File: src/rtl/symbol_modulator.sv
// symbol_modulator: byte-stream to 4-ary pulse-position line modulator.
//
// Bytes are queued in a small FIFO. When data is waiting, a burst starts at
// the next symbol boundary with PREAMBLE_SYMS alternating 11/00 symbols,
// followed by each byte as four dibits MSB first. Back-to-back bytes continue
// without a new preamble; an empty FIFO at a byte end returns to idle.
//
// Ports:
//   clk, reset        clock; asynchronous active-low reset
//   tx_data/tx_valid  byte input, accepted when tx_ready is high
//   tx_ready          FIFO not full
//   clk_symbol        one-cycle strobe in the last cycle of every symbol
//   dout              modulated waveform for the current symbol and phase
//   sym_out           symbol currently on the line
//   busy              burst in progress (preamble or data)
module symbol_modulator #(
    parameter int SYM_LEN       = 128,
    parameter int PREAMBLE_SYMS = 4,
    parameter int FIFO_DEPTH    = 4
) (
    input  logic       clk,
    input  logic       reset,
    input  logic [7:0] tx_data,
    input  logic       tx_valid,
    output logic       tx_ready,
    output logic       clk_symbol,
    output logic       dout,
    output logic [1:0] sym_out,
    output logic       busy
);
    localparam int PW = $clog2(SYM_LEN);
    localparam int AW = $clog2(FIFO_DEPTH);
    localparam int CW = $clog2(PREAMBLE_SYMS + 1);
    localparam int Q  = SYM_LEN / 4;

    typedef enum logic [1:0] {IDLE, PREAMBLE, DATA} state_t;

    state_t        state, state_n;
    logic [PW-1:0] ph, ph_n;
    logic          boundary;
    logic [7:0]    sr, sr_n;
    logic [1:0]    didx, didx_n;
    logic [CW-1:0] pre_cnt, pre_n;
    logic [1:0]    sym_n;

    // FIFO: one extra pointer bit tells full from empty when indices match.
    logic [7:0]    mem [FIFO_DEPTH];
    logic [AW:0]   wr_ptr, rd_ptr;
    logic          empty, full, push, pop;
    logic [7:0]    head;

    assign empty    = (wr_ptr == rd_ptr);
    assign full     = (wr_ptr[AW] != rd_ptr[AW]) && (wr_ptr[AW-1:0] == rd_ptr[AW-1:0]);
    assign tx_ready = !full;
    assign push     = tx_valid && !full;
    assign head     = mem[rd_ptr[AW-1:0]];

    assign boundary = (ph == PW'(SYM_LEN - 1));
    assign ph_n     = ph + 1'b1;
    assign busy     = (state != IDLE);

    function automatic logic wave(input logic [PW-1:0] p, input logic [1:0] s);
        case (s)
            2'b01:   wave = (int'(p) < Q);
            2'b10:   wave = (int'(p) < 2 * Q);
            2'b11:   wave = (int'(p) >= Q) && (int'(p) < 2 * Q);
            default: wave = 1'b0;
        endcase
    endfunction

    always_ff @(posedge clk) begin
        if (push) mem[wr_ptr[AW-1:0]] <= tx_data;
    end

    always_ff @(posedge clk or negedge reset) begin
        if (!reset) begin
            wr_ptr <= '0;
            rd_ptr <= '0;
        end else begin
            if (push) wr_ptr <= wr_ptr + 1'b1;
            if (pop)  rd_ptr <= rd_ptr + 1'b1;
        end
    end

    // Next-state logic; every decision waits for the symbol boundary.
    always_comb begin
        state_n = state;
        sym_n   = sym_out;
        sr_n    = sr;
        didx_n  = didx;
        pre_n   = pre_cnt;
        pop     = 1'b0;
        if (boundary) begin
            case (state)
                IDLE: begin
                    sym_n = 2'b00;
                    if (!empty) begin
                        state_n = PREAMBLE;
                        sym_n   = 2'b11;
                        pre_n   = CW'(1);
                    end
                end
                PREAMBLE: begin
                    if (pre_cnt == CW'(PREAMBLE_SYMS)) begin
                        pre_n = '0;
                        if (!empty) begin
                            state_n = DATA;
                            pop     = 1'b1;
                            sr_n    = head;
                            sym_n   = head[7:6];
                            didx_n  = 2'd0;
                        end else begin
                            state_n = IDLE;
                            sym_n   = 2'b00;
                        end
                    end else begin
                        pre_n = pre_cnt + 1'b1;
                        // odd count means an 11 is on the line now
                        sym_n = pre_cnt[0] ? 2'b00 : 2'b11;
                    end
                end
                DATA: begin
                    if (didx == 2'd3) begin
                        didx_n = 2'd0;
                        if (!empty) begin
                            pop   = 1'b1;
                            sr_n  = head;
                            sym_n = head[7:6];
                        end else begin
                            state_n = IDLE;
                            sym_n   = 2'b00;
                        end
                    end else begin
                        // sr keeps the dibit on the line in [7:6]
                        didx_n = didx + 1'b1;
                        sr_n   = {sr[5:0], 2'b00};
                        sym_n  = sr[5:4];
                    end
                end
                default: begin
                    state_n = IDLE;
                    sym_n   = 2'b00;
                end
            endcase
        end
    end

    // dout is computed from next phase/symbol so it lines up with ph.
    always_ff @(posedge clk or negedge reset) begin
        if (!reset) begin
            ph         <= '0;
            clk_symbol <= 1'b0;
            dout       <= 1'b0;
            state      <= IDLE;
            sym_out    <= 2'b00;
            sr         <= '0;
            didx       <= '0;
            pre_cnt    <= '0;
        end else begin
            ph         <= ph_n;
            clk_symbol <= (ph == PW'(SYM_LEN - 2));
            dout       <= wave(ph_n, sym_n);
            state      <= state_n;
            sym_out    <= sym_n;
            sr         <= sr_n;
            didx       <= didx_n;
            pre_cnt    <= pre_n;
        end
    end
endmodule

File: config.mk
export PLATFORM = sky130hd
export DESIGN_NAME = symbol_modulator
export DESIGN_NICKNAME = d
export VERILOG_FILES = /design/src/rtl/symbol_modulator.sv
export SDC_FILE = /design/constraint.sdc
export NUM_CORES = 1
export LEC_CHECK = 0
export BUFFER_PORTS_ARGS = -buffer_cell sky130_fd_sc_hd__buf_2
export CAP_MARGIN = 20
export CELL_PAD_IN_SITES_DETAIL_PLACEMENT = 0
export CELL_PAD_IN_SITES_GLOBAL_PLACEMENT = 2
export CORE_UTILIZATION = 30
export DETAILED_ROUTE_END_ITERATION = 10
export PLACE_DENSITY = 0.62
export SLEW_MARGIN = 40
export SYNTH_ARGS = -nofsm -noshare
export SYNTH_HDL_FRONTEND = slang
export SYNTH_SLANG_ARGS = --single-unit
File: constraint.sdc
create_clock -name clk -period 6.2 [get_ports clk]
set_input_delay 0.31 -clock clk [delete_from_list [all_inputs] [get_ports clk]]
set_output_delay 0.31 -clock clk [all_outputs]
set_load 0.1 [all_outputs]
==> results.md, run 1 <==
| Step | Item | Value |
| --- | --- | --- |
| clocking | Clock-pin slew reported for the worst setup and hold paths after clock tree synthesis | 0.07 ns |
| power and ir drop | Worst-case vdd ir drop | 0.000141 V |
| final layout | Fraction of final layout cells with drive strength greater than 1 | 15.4% |
| worst setup path | Terminus of the critical flop-to-flop path | dout |
| worst setup path | Critical path type | register to output port |
| placement | Weighted congestion at the end of routability-driven global placement | 0.673 |
| grt | Global-route wire length before repair | 9130 um |
| detailed routing | Wire length after detailed routing | 5410 um |
| min path | Type of the tightest min-delay check | input pin to register |
| synthesis | Top post-synthesis cells by area | sky130_fd_sc_hd__edfxtp_1 34%, sky130_fd_sc_hd__dfrtp_1 26%, sky130_fd_sc_hd__mux4_1 6.4% |
| power and ir drop | Combinational group share of total power | 15.8% |
| detailed routing | Number of optimization iterations in the first detailed-route pass | 4 |
| synthesis | Synth async-reset ratio | 48.4% |
| placement | DP Worst Slack | 3.78 ns |
| synthesis | Post-synthesis register bit count | 62 |
| power and ir drop | Cell area power density | 313 mW/mm^2 |
| floorplanning | Placeable core region | 0.00924 sq mm |
| detailed routing | Number of DRC violations after detailed routing | 0 |
| detailed routing | Antenna violation net count after detailed routing | 0 |
| timing | Post-route minimum period | 2.50 ns |
| synthesis | Prevailing post-synth register cell | sky130_fd_sc_hd__edfxtp_1 |
| clocking | Insertion delay of the later-clocked pin in the worst-skew pair | 0.34 ns |
| floorplanning | Area enclosed by the die boundary | 0.00994 sq mm |
| worst setup path | Critical Path Source Type | register |
| clocking | Number of H-tree branching levels | 3 |
| synthesis | EDFF count, synth | 32 |
| floorplanning | Rows | 35 |
| job | Number of maximum-capacitance violations | 0 |
| power and ir drop | Flop pwr share | 50.3% |
| clocking | Clock tree buffer depth | 2 |
| placement | PortBufs | 16 |
| synthesis | Number of distinct library cell variants in the gate-level netlist after synthesis | 43 |
| power and ir drop | Power spent charging and discharging nets | 293 uW |
| timing | Hold Vio Cnt, Final | 0 |
| clocking | CTS Root Cell | sky130_fd_sc_hd__clkbuf_8 |
| synthesis | Proportion of netlist area held by the largest area contributor | 33.6% |
| clocking | TritonCTS clock tree | yes |
| detailed routing | Routed wire length per instance | 14.9 um |
| power and ir drop | Fraction of power spent switching nets | 28.9% |
| final layout | Inserted Diodes | 0 |
| min path | Worst Hold Depth | 1 |
| timing | Final worst-path setup slack | 3.70 ns |
| timing | Max Clock Freq | 0.401 GHz |
| grt | Overflow after GRT | 0 |
| detailed routing | Detailed router's first-iteration violation count | 72 |
| worst setup path | Required time of the critical path | 5.89 ns |
| power and ir drop | Part of the power in the clock network | 33.9% |
| synthesis | Net count of the mapped netlist | 230 |
| power and ir drop | Internal power consumption | 721 uW |
| floorplanning | Initial standard-cell utilization of the core | 31.0% |
| timing | Worst Hold Slack | 0.187 ns |
| outcome | Outcome | completed |
| detailed routing | Via density per instance | 4.62 |
| clocking | # Post-CTS Setup Buffers | 0 |
| worst setup path | Worst reg2reg setup slack | 3.79 ns |
| clocking | Cts repair resizes | 0 |
| grt | Total routing usage reported by global routing | 12.5% |
| worst setup path | Worst Reg2Reg Path Length in Cells | 6 |
| final layout | Core occupancy in the finished layout | 35.0% |
| clocking | Number of buffers added by the clock tree synthesis step | 9 |
| synthesis | Post-synthesis instance total | 205 |
| timing | Final cycle utilization of the critical path | 40.3% |
| timing | Setup total negative slack | 0 ns |
| grt | Antenna violations before repair | 0 |
| detailed routing | Count of vias placed by the detailed router | 1678 |
| min path | Worst hold start | tx_data[0] |
| clocking | # clock sinks | 62 |
| placement | Post-detailed-placement half-perimeter wirelength | 3610 um |
| grt | Maximum number of pins on one net before global-route repair | 31 |
| power and ir drop | Lkg Pwr | 0.00134 uW |
| worst setup path | Arrival time of data at the critical path endpoint | 2.19 ns |
| synthesis | Library cell occupying the most area in the post-synthesis netlist | sky130_fd_sc_hd__edfxtp_1 |
| grt | Number of global-route vias before repair | 1700 |
| synthesis | Sequential share of the synthesized area | 59.8% |
| min path | Worst-case hold path end point | mem[1][0] |
| synthesis | Number of synthesis warnings | 0 |
| worst setup path | Critical-path maximum fanout | 11 |
| synthesis | Average instance area after synthesis | 14.0 sq um |
| timing | Setup repair after global routing missed its margin | false |
| timing | Setup Skew | 0.00502 ns |
| timing | Final setup violating endpoints | 0 |
| final layout | Total number of nets in the final design | 254 |
| floorplanning | Top-level I/O count | 17 |
| timing | Max_slew headroom | 63.2% |
| timing | Transition time at the pin with the least slew margin | 0.553 ns |
| worst setup path | Reg2reg start | rd_ptr[0] |
| final layout | Area overhead of the layout relative to synthesis | 13.1% |
| synthesis | Synthesized area | 0.00286 sq mm |
| worst setup path | Kind of end point of the critical path | output port |
| floorplanning | Chip width | 99.7 um |
| floorplanning | Height of the chip | 99.7 um |
| timing | Pins over their slew limit | 0 |
-- layer usage --
| metal | wire length (um) | vias to the layer above | global-route usage (%) |
|---|---|---|---|
| met5 | 0 | - | 0 |
| met4 | 92 | 0 | 5.77 |
| met3 | 160 | 8 | 3.94 |
| met2 | 2460 | 32 | 18.3 |
| met1 | 2700 | 819 | 16.9 |
| li1 | - | 819 | - |
-- power groups by stage --
stage	sequential (uW)	clock [uW]	combinational, uW
finish	510	344	160
global route	515	373	184
CTS	511	354	163
detailed placement	519	0	163
global placement	518	0	162
floorplan	510	0	119
-- layout by cell type (no fill, tap or decap), drive strengths merged, types with 5 or more instances in the layout --
master | synthesis | routed
mux4 | 8 | 8
clkbuf | 2 | 12
nor2 | 14 | 14
dfrtp | 30 | 30
buf | 1 | 16
nand2 | 16 | 16
o21ai | 7 | 7
xor2 | 8 | 8
edfxtp | 32 | 32
a21oi | 5 | 5
and3 | 5 | 5
ha | 14 | 14
inv | 12 | 12
-- area by class of cell --
class | instances | area, sq um
fill | 934 | 6000
sequential | 62 | 1710
multi-input combinational | 127 | 1040
tap | 129 | 161
clock buffer | 12 | 135
timing repair buffer | 17 | 92.6
clock inverter | 4 | 47.5
inverter | 12 | 45.0
-- through the flow --
step	instances	total power (uW)	instance area [sq um]
finish	363	1010	3240
global route	363	1070	3240
CTS	362	1030	3230
detailed placement	346	682	3040
global placement	346	679	3040
floorplan	205	629	2860
-- worst max path at each step --
stage	start	end	slack (ns)	cells after the start
5_1_grt	rd_ptr[0]	tx_ready	3.46	4
6_report	rd_ptr[0]	tx_ready	3.70	4
2_1_floorplan	rd_ptr[1]	mem[3][0]	3.77	5
3_3_place_gp	rd_ptr[0]	dout	3.80	6
3_5_place_dp	rd_ptr[0]	dout	3.78	6
4_1_cts	rd_ptr[0]	tx_ready	3.64	4
-- repair_timing --
action | in CTS | in global routing
endpoints found under the setup margin | 0 | 0
hold buffers | 0 | 1
endpoints found under the hold margin | 0 | 30
-- worst max-delay path: stages, from the launching register on --
cell and delay, ns:
sky130_fd_sc_hd__dfrtp_1 0.69, sky130_fd_sc_hd__xor2_1 0.42, sky130_fd_sc_hd__nor2_1 0.09, sky130_fd_sc_hd__nand2_1 0.18
sky130_fd_sc_hd__buf_2 0.46
-- synth_stat cells, types with 3 or more instances --
cell type and n:
sky130_fd_sc_hd__xnor2_1 4, sky130_fd_sc_hd__dfrtp_1 30, sky130_fd_sc_hd__a22oi_1 3, sky130_fd_sc_hd__a211oi_1 3, sky130_fd_sc_hd__o22ai_1 4, sky130_fd_sc_hd__edfxtp_1 32, sky130_fd_sc_hd__nor2_1 14, sky130_fd_sc_hd__inv_1 12
sky130_fd_sc_hd__and3_1 5, sky130_fd_sc_hd__a21oi_1 5, sky130_fd_sc_hd__a32o_1 3, sky130_fd_sc_hd__nand2_1 16, sky130_fd_sc_hd__o21ai_0 7, sky130_fd_sc_hd__mux2i_1 3, sky130_fd_sc_hd__mux4_1 7, sky130_fd_sc_hd__nand3_1 4
sky130_fd_sc_hd__xor2_1 8, sky130_fd_sc_hd__ha_1 14
-- kinds of logic after synthesis --
kind of cell | count (synthesis) | share of synthesized area (%)
xor+xnor | 12 | 3.67
buf+inv | 16 | 3.71
mux | 12 | 8.65
compound gates | 35 | 8.57
simple gates | 54 | 9.48
fa+ha+maj | 14 | 6.12
flops | 62 | 59.8
-- flip-flops by register name (all words and copies together), names as in the netlist --
| register | flops |
|---|---|
| state | 2 |
| ph | 7 |
| didx | 2 |
| sr | 6 |
| wr_ptr | 3 |
| clk_symbol | 1 |
| dout | 1 |
| rd_ptr | 3 |
| mem | 32 |
| pre_cnt | 3 |
| sym_out | 2 |
No activity file was read; power rests on OpenSTA's default activity.
==> run 2: changes to the inputs <==
==> constraint.sdc (replaced) <==
create_clock -name clk -period 2.3 [get_ports clk]
set_input_delay 0.115 -clock clk [delete_from_list [all_inputs] [get_ports clk]]
set_output_delay 0.115 -clock clk [all_outputs]
set_load 0.1 [all_outputs]
==> run 2 against run 1 <==
  * Largest cell class unchanged
  * Critical endpoint is now dout
  * Count of clock-buffer cells in the layout is 3 lower
  * Highest routed layer unchanged
  * Utilization is 1.9 points higher
  * Wire length is 1.0% lower
  * Sequential cell count stayed put
  * Cell area is 5.3% higher
  * Clock skew is 0.0037 ns higher
==> results.md, run 2 (synthesized netlist as in run 1, its figures left out) <==
| Step | Item | Value |
| --- | --- | --- |
| clocking | Clock tree buffer depth | 2 |
| worst setup path | Arrival time of data at the critical path endpoint | 2.40 ns |
| clocking | Clock-pin slew reported for the worst setup and hold paths after clock tree synthesis | 0.08 ns |
| worst setup path | Highest cell delay on the worst timing path | 0.56 ns |
| detailed routing | Count of vias placed by the detailed router | 1698 |
| worst setup path | Sequence of cells on the critical path | mux4_2 -> o311ai_1 -> o211ai_1 -> a221o_1 -> or3_1 -> a21oi_1 |
| timing | Setup repair after global routing missed its margin | false |
| job | Number of maximum-capacitance violations | 0 |
| worst setup path | CP max stage cell | sky130_fd_sc_hd__mux4_2 |
| detailed routing | Number of optimization iterations in the first detailed-route pass | 4 |
| power and ir drop | Combinational group share of total power | 16.0% |
| clocking | Number of buffers added by the clock tree synthesis step | 9 |
| clocking | # clock sinks | 62 |
| placement | PortBufs | 16 |
| clocking | Insertion delay of the later-clocked pin in the worst-skew pair | 0.33 ns |
| clocking | CTS Root Cell | sky130_fd_sc_hd__clkbuf_8 |
| placement | Cell Area, Placed | 0.00310 sq mm |
| timing | Transition time at the pin with the least slew margin | 0.691 ns |
| timing | Final cycle utilization of the critical path | 92.9% |
| final layout | Fraction of final layout cells with drive strength greater than 1 | 18.9% |
| clocking | # Post-CTS Setup Buffers | 0 |
| placement | Post-detailed-placement half-perimeter wirelength | 3790 um |
| timing | Final setup violating endpoints | 0 |
| detailed routing | Antenna violation net count after detailed routing | 0 |
| timing | Pins over their slew limit | 0 |
| power and ir drop | Lkg Pwr | 0.00143 uW |
| timing | Post-route minimum period | 2.14 ns |
| final layout | Area of the multi-input gates | 0.00105 sq mm |
| power and ir drop | Worst-case vdd ir drop | 0.000556 V |
| floorplanning | Area enclosed by the die boundary | 0.00994 sq mm |
| final layout | Commonest non-fill, non-tap cell in the layout | sky130_fd_sc_hd__edfxtp_1 |
| final layout | Area overhead of the layout relative to synthesis | 19.1% |
| timing | Max Clock Freq | 0.468 GHz |
| final layout | Inserted Diodes | 0 |
| grt | Overflow after GRT | 0 |
| floorplanning | Chip width | 99.7 um |
| worst setup path | Required time of the critical path | 2.56 ns |
| power and ir drop | Fraction of power spent switching nets | 28.3% |
| power and ir drop | Post-layout total power | 2900 uW |
| final layout | Total number of nets in the final design | 269 |
| worst setup path | Critical path type | register to register |
| grt | Total routing usage reported by global routing | 12.4% |
| grt | Maximum number of pins on one net before global-route repair | 31 |
| worst setup path | Kind of end point of the critical path | register |
| placement | Weighted congestion at the end of routability-driven global placement | 0.737 |
| grt | Number of global-route vias before repair | 1804 |
| clocking | TritonCTS clock tree | yes |
| grt | Antenna violations before repair | 0 |
| power and ir drop | Flop pwr share | 47.3% |
| timing | Setup total negative slack | 0 ns |
| floorplanning | Placeable core region | 0.00924 sq mm |
| detailed routing | Number of DRC violations after detailed routing | 0 |
| timing | Setup Skew | 0.00867 ns |
| timing | Hold Vio Cnt, Final | 0 |
| detailed routing | Via density per instance | 4.49 |
| final layout | Summed area of non-filler cells in the final layout | 0.00341 sq mm |
| power and ir drop | Internal power consumption | 2080 uW |
| floorplanning | Rows | 35 |
| final layout | Leading cell types in the layout, fill and taps excluded | 32 x sky130_fd_sc_hd__edfxtp_1, 30 x sky130_fd_sc_hd__dfrtp_1, 16 x sky130_fd_sc_hd__buf_2 |
| final layout | Core occupancy in the finished layout | 36.9% |
| min path | Type of the tightest min-delay check | input pin to register |
| outcome | Outcome | completed |
| floorplanning | Height of the chip | 99.7 um |
| timing | Max_slew headroom | 53.9% |
| power and ir drop | Part of the power in the clock network | 36.7% |
| detailed routing | Wire length after detailed routing | 5360 um |
| final layout | Filler Cell Count | 906 |
| power and ir drop | Cell area power density | 851 mW/mm^2 |
| worst setup path | Critical Path Source Type | register |
| floorplanning | Top-level I/O count | 17 |
| power and ir drop | Power spent charging and discharging nets | 822 uW |
| worst setup path | Critical-path maximum fanout | 4 |
| grt | Global-route wire length before repair | 9250 um |
| final layout | Area of all sequential standard cells | 0.00171 sq mm |
| detailed routing | Detailed router's first-iteration violation count | 33 |
| detailed routing | Routed wire length per instance | 14.2 um |
| floorplanning | Initial standard-cell utilization of the core | 31.0% |
| clocking | Number of H-tree branching levels | 3 |
| final layout | Largest register FFs | 32 |
run 2: path summary, 6_finish.rpt:
kind                            startpoint  slack, ns    endpoint  depth (start not counted)
worst min-delay path              tx_valid       0.18   wr_ptr[0]                          3
max in group asynchronous            reset       1.49     didx[0]                          2
min in group asynchronous            reset       0.36  clk_symbol                          2
worst min register to register       ph[0]       0.48       ph[0]                          1
worst max-delay path             rd_ptr[0]       0.16        dout                          6
worst max register to register   rd_ptr[0]       0.16        dout                          6
run 2: power by group through the flow:
stage / combinational [uW] / clock, uW / sequential, uW
after global placement: 461 / 0 / 1400
after floorplan: 325 / 0 / 1380
after detailed placement: 464 / 0 / 1400
final: 465 / 1070 / 1370
after CTS: 477 / 1100 / 1370
after global routing: 524 / 1140 / 1380
run 2: per-layer routing:
metal  part of all wire [%]  vias up  global-route usage, %
met4                   0.82        0                   4.75
met1                     49      819                   15.9
met3                    3.5        4                   3.65
li1                       -      845                      -
met5                      0        -                      0
met2                     46       30                   19.9
run 2: area by class of cell:
class                   instances  area share, %
flip-flops and latches         62           50.2
multi-input cells             127           30.8
repair buffers                 32           6.53
well taps                     129           4.73
clock buffers                   9           3.63
clock inverters                 7           2.82
inverters                      12           1.32
run 2: through the flow:
| step | hold WS, ns | worst slack, ns | cells |
|---|---|---|---|
| finish | 0.184 | 0.163 | 378 |
| global route | 0.200 | 0.0167 | 378 |
| CTS | 0.176 | 0.142 | 378 |
| detailed placement | 0.226 | 0.193 | 353 |
| global placement | 0.223 | 0.226 | 353 |
| floorplan | -0.181 | 0.166 | 205 |
run 2: worst max-delay path: cells and delay by family (launching register included):
family / cells / cell delay, ns
simple gates: 1 / 0.31
mux: 1 / 0.56
flops: 1 / 0.44
compound gates: 4 / 0.76
run 2: repair_timing:
item,in CTS,in global routing
endpoints found under the setup margin,0,1
endpoints found under the hold margin,62,0
hold buffers,9,0
resized for setup,0,1
==> run 3: changes to the inputs <==
--- a/config.mk
+++ b/config.mk
@@ -12,6 +12,7 @@
 export CORE_UTILIZATION = 30
 export DETAILED_ROUTE_END_ITERATION = 10
 export PLACE_DENSITY = 0.62
+export REMOVE_ABC_BUFFERS = 1
 export SLEW_MARGIN = 40
 export SYNTH_ARGS = -nofsm -noshare
 export SYNTH_HDL_FRONTEND = slang
==> constraint.sdc (replaced) <==
create_clock -name clk -period 2.4 [get_ports clk]
set_input_delay 0.12 -clock clk [delete_from_list [all_inputs] [get_ports clk]]
set_output_delay 0.12 -clock clk [all_outputs]
set_load 0.1 [all_outputs]
==> run 3 against run 2 <==
  * Worst setup slack better by 0.043 ns
  * Via count up 0.88%
  * First-iteration DRC count up 88%
  * Clock power down 14%
  * Combinational power down 2%
  * Final cell count down 0.26%
  * Non-clock buffer count down 1
  * Global-route usage about the same
  * Clock skew up 0.0034 ns
  * Critical path type unchanged
==> results.md, run 3 (synthesized netlist as in run 1, its figures left out) <==
| Step | Item | Value |
| --- | --- | --- |
| clocking | Number of buffers added by the clock tree synthesis step | 9 |
| clocking | Insertion delay of the later-clocked pin in the worst-skew pair | 0.34 ns |
| grt | Total routing usage reported by global routing | 12.4% |
| power and ir drop | Internal power consumption | 1900 uW |
| clocking | # clock sinks | 62 |
| power and ir drop | Power spent charging and discharging nets | 796 uW |
| final layout | Largest register FFs | 32 |
| detailed routing | Number of optimization iterations in the first detailed-route pass | 5 |
| timing | Setup total negative slack | 0 ns |
| worst setup path | Required time of the critical path | 2.66 ns |
| min path | Type of the tightest min-delay check | input pin to register |
| clocking | Clock tree buffer depth | 2 |
| worst setup path | Worst path top cell family by delay | multiplexers |
| worst setup path | Highest cell delay on the worst timing path | 0.64 ns |
| timing | Final setup violating endpoints | 0 |
| timing | Hold Vio Cnt, Final | 0 |
| power and ir drop | Lkg Pwr | 0.00142 uW |
| timing | Pins over their slew limit | 0 |
| floorplanning | Initial standard-cell utilization of the core | 31.0% |
| timing | Post-route minimum period | 2.19 ns |
| worst setup path | Critical Path Source Type | register |
| detailed routing | Wire length after detailed routing | 5480 um |
| worst setup path | Critical-path maximum fanout | 9 |
| grt | Global-route wire length before repair | 9140 um |
| grt | Antenna violations before repair | 0 |
| worst setup path | Worst Reg2Reg Path Length in Cells | 7 |
| timing | Final cycle utilization of the critical path | 91.4% |
| final layout | Leading cell types in the layout, fill and taps excluded | 32 x sky130_fd_sc_hd__edfxtp_1, 30 x sky130_fd_sc_hd__dfrtp_1, 16 x sky130_fd_sc_hd__nand2_1 |
| worst setup path | Reg2reg start | rd_ptr[0] |
| final layout | Filler Cell Count | 900 |
| job | Number of maximum-capacitance violations | 0 |
| detailed routing | Antenna violation net count after detailed routing | 0 |
| final layout | Area overhead of the layout relative to synthesis | 18.4% |
| worst setup path | Kind of end point of the critical path | register |
| clocking | CTS Root Cell | sky130_fd_sc_hd__clkbuf_8 |
| worst setup path | WP buf/inv | 1 |
| final layout | Commonest non-fill, non-tap cell in the layout | sky130_fd_sc_hd__edfxtp_1 |
| floorplanning | Rows | 35 |
| final layout | Non-filler instance count after layout | 377 |
| worst setup path | CP max stage cell | sky130_fd_sc_hd__mux4_1 |
| worst setup path | Terminus of the critical flop-to-flop path | dout |
| power and ir drop | Combinational group share of total power | 17.0% |
| power and ir drop | Worst-case vdd ir drop | 0.000425 V |
| floorplanning | Height of the chip | 99.7 um |
| placement | Post-detailed-placement half-perimeter wirelength | 3780 um |
| power and ir drop | Fraction of power spent switching nets | 29.5% |
| grt | Overflow after GRT | 0 |
| timing | Setup repair after global routing missed its margin | false |
| detailed routing | Count of vias placed by the detailed router | 1713 |
| power and ir drop | Flop pwr share | 48.8% |
| floorplanning | Top-level I/O count | 17 |
| clocking | # Post-CTS Setup Buffers | 0 |
| timing | Max Clock Freq | 0.456 GHz |
| worst setup path | Worst reg2reg setup slack | 0.21 ns |
| timing | Max_slew headroom | 64.5% |
| timing | Setup Skew | 0.0121 ns |
| power and ir drop | Cell area power density | 795 mW/mm^2 |
| min path | Worst hold start | tx_valid |
| min path | Worst Hold Depth | 3 |
| detailed routing | Number of DRC violations after detailed routing | 0 |
| worst setup path | Sequence of cells on the critical path | buf_4 -> mux4_1 -> o311ai_0 -> a311oi_1 -> nor3_1 -> o21ai_0 -> a21oi_1 |
| detailed routing | Via density per instance | 4.54 |
| grt | Maximum number of pins on one net before global-route repair | 31 |
| clocking | TritonCTS clock tree | yes |
| power and ir drop | Post-layout total power | 2700 uW |
| placement | Weighted congestion at the end of routability-driven global placement | 0.653 |
| final layout | Fraction of final layout cells with drive strength greater than 1 | 18.1% |
| final layout | Total number of nets in the final design | 268 |
| floorplanning | Chip width | 99.7 um |
| outcome | Outcome | completed |
| worst setup path | Arrival time of data at the critical path endpoint | 2.45 ns |
| floorplanning | Placeable core region | 0.00924 sq mm |
| grt | Number of global-route vias before repair | 1791 |
| placement | Number of cells after detailed placement | 352 |
| worst setup path | Critical path type | register to register |
| power and ir drop | Part of the power in the clock network | 34.2% |
| detailed routing | Routed wire length per instance | 14.5 um |
| placement | PortBufs | 16 |
| min path | Worst-case hold path end point | wr_ptr[0] |
| detailed routing | Detailed router's first-iteration violation count | 62 |
| timing | Transition time at the pin with the least slew margin | 0.530 ns |
| clocking | Clock-pin slew reported for the worst setup and hold paths after clock tree synthesis | 0.08 ns |
| final layout | Inserted Diodes | 0 |
| clocking | Number of H-tree branching levels | 3 |
| floorplanning | Area enclosed by the die boundary | 0.00994 sq mm |
-- run 3: changes by cell type in the layout (fill, tap and decap cells not counted), sizes merged --
| cell | before | now |
|---|---|---|
| inv | 14 | 13 |
| buf | 23 | 22 |
| clkinvlp | 2 | 1 |
| clkinv | 1 | 4 |
| bufinv | 2 | 1 |
-- run 3: stage by stage --
step / hold WS [ns] / utilization [%] / worst slack, ns / cell area [sq um]
floorplan: -0.176 / - / -0.115 / 2800
global placement: 0.217 / 33.6 / 0.182 / 3100
detailed placement: 0.226 / 33.6 / 0.201 / 3100
CTS: 0.163 / 36.7 / 0.183 / 3390
global route: 0.203 / 36.7 / 0.0147 / 3390
finish: 0.175 / 36.7 / 0.206 / 3390
-- run 3: worst register-to-register path, stage by stage, from the launching register on --
cell	delay [ns]
sky130_fd_sc_hd__dfrtp_1	0.40
sky130_fd_sc_hd__buf_4	0.22
sky130_fd_sc_hd__mux4_1	0.64
sky130_fd_sc_hd__o311ai_0	0.15
sky130_fd_sc_hd__a311oi_1	0.15
sky130_fd_sc_hd__nor3_1	0.28
sky130_fd_sc_hd__o21ai_0	0.14
sky130_fd_sc_hd__a21oi_1	0.13
-- run 3: final cells by class --
| class | instances | area (sq um) | share of cell area [%] |
|---|---|---|---|
| flip-flops and latches | 62 | 1710 | 50.5 |
| multi-input cells | 127 | 1040 | 30.8 |
| repair buffers | 31 | 230 | 6.79 |
| well taps | 129 | 161 | 4.76 |
| clock buffers | 9 | 124 | 3.65 |
| clock inverters | 7 | 73.8 | 2.18 |
| inverters | 12 | 45.0 | 1.33 |
-- run 3: worst max-delay path by stage --
stage	from	endpoint	slack (ns)	cells after the start
floorplan	rd_ptr[0]	mem[3][0]	-0.12	4
global placement	rd_ptr[0]	dout	0.18	7
detailed placement	rd_ptr[0]	dout	0.20	7
CTS	rd_ptr[0]	dout	0.18	7
global route	rd_ptr[0]	dout	0.01	7
finish	rd_ptr[0]	dout	0.21	7
-- run 3: per-layer routing --
metal / up-vias / track usage, % / wire length [um]
li1: 839 / - / -
met3: 4 / 3.58 / 169
met5: - / 0 / 0
met4: 0 / 5.43 / 35
met1: 842 / 15.3 / 2620
met2: 28 / 20.3 / 2650
-- run 3: what timing repair did --
action,4_1_cts,5_1_grt
resized for setup,0,0
endpoints found under the hold margin,62,0
hold buffers,9,0
-- run 3: power by group through the flow --
stage,Clock [uW],Sequential (uW),Combinational (uW)
5_1_grt,994,1330,515
3_5_place_dp,0,1340,457
2_1_floorplan,0,1320,307
4_1_cts,950,1320,469
3_3_place_gp,0,1340,452
6_report,921,1320,458
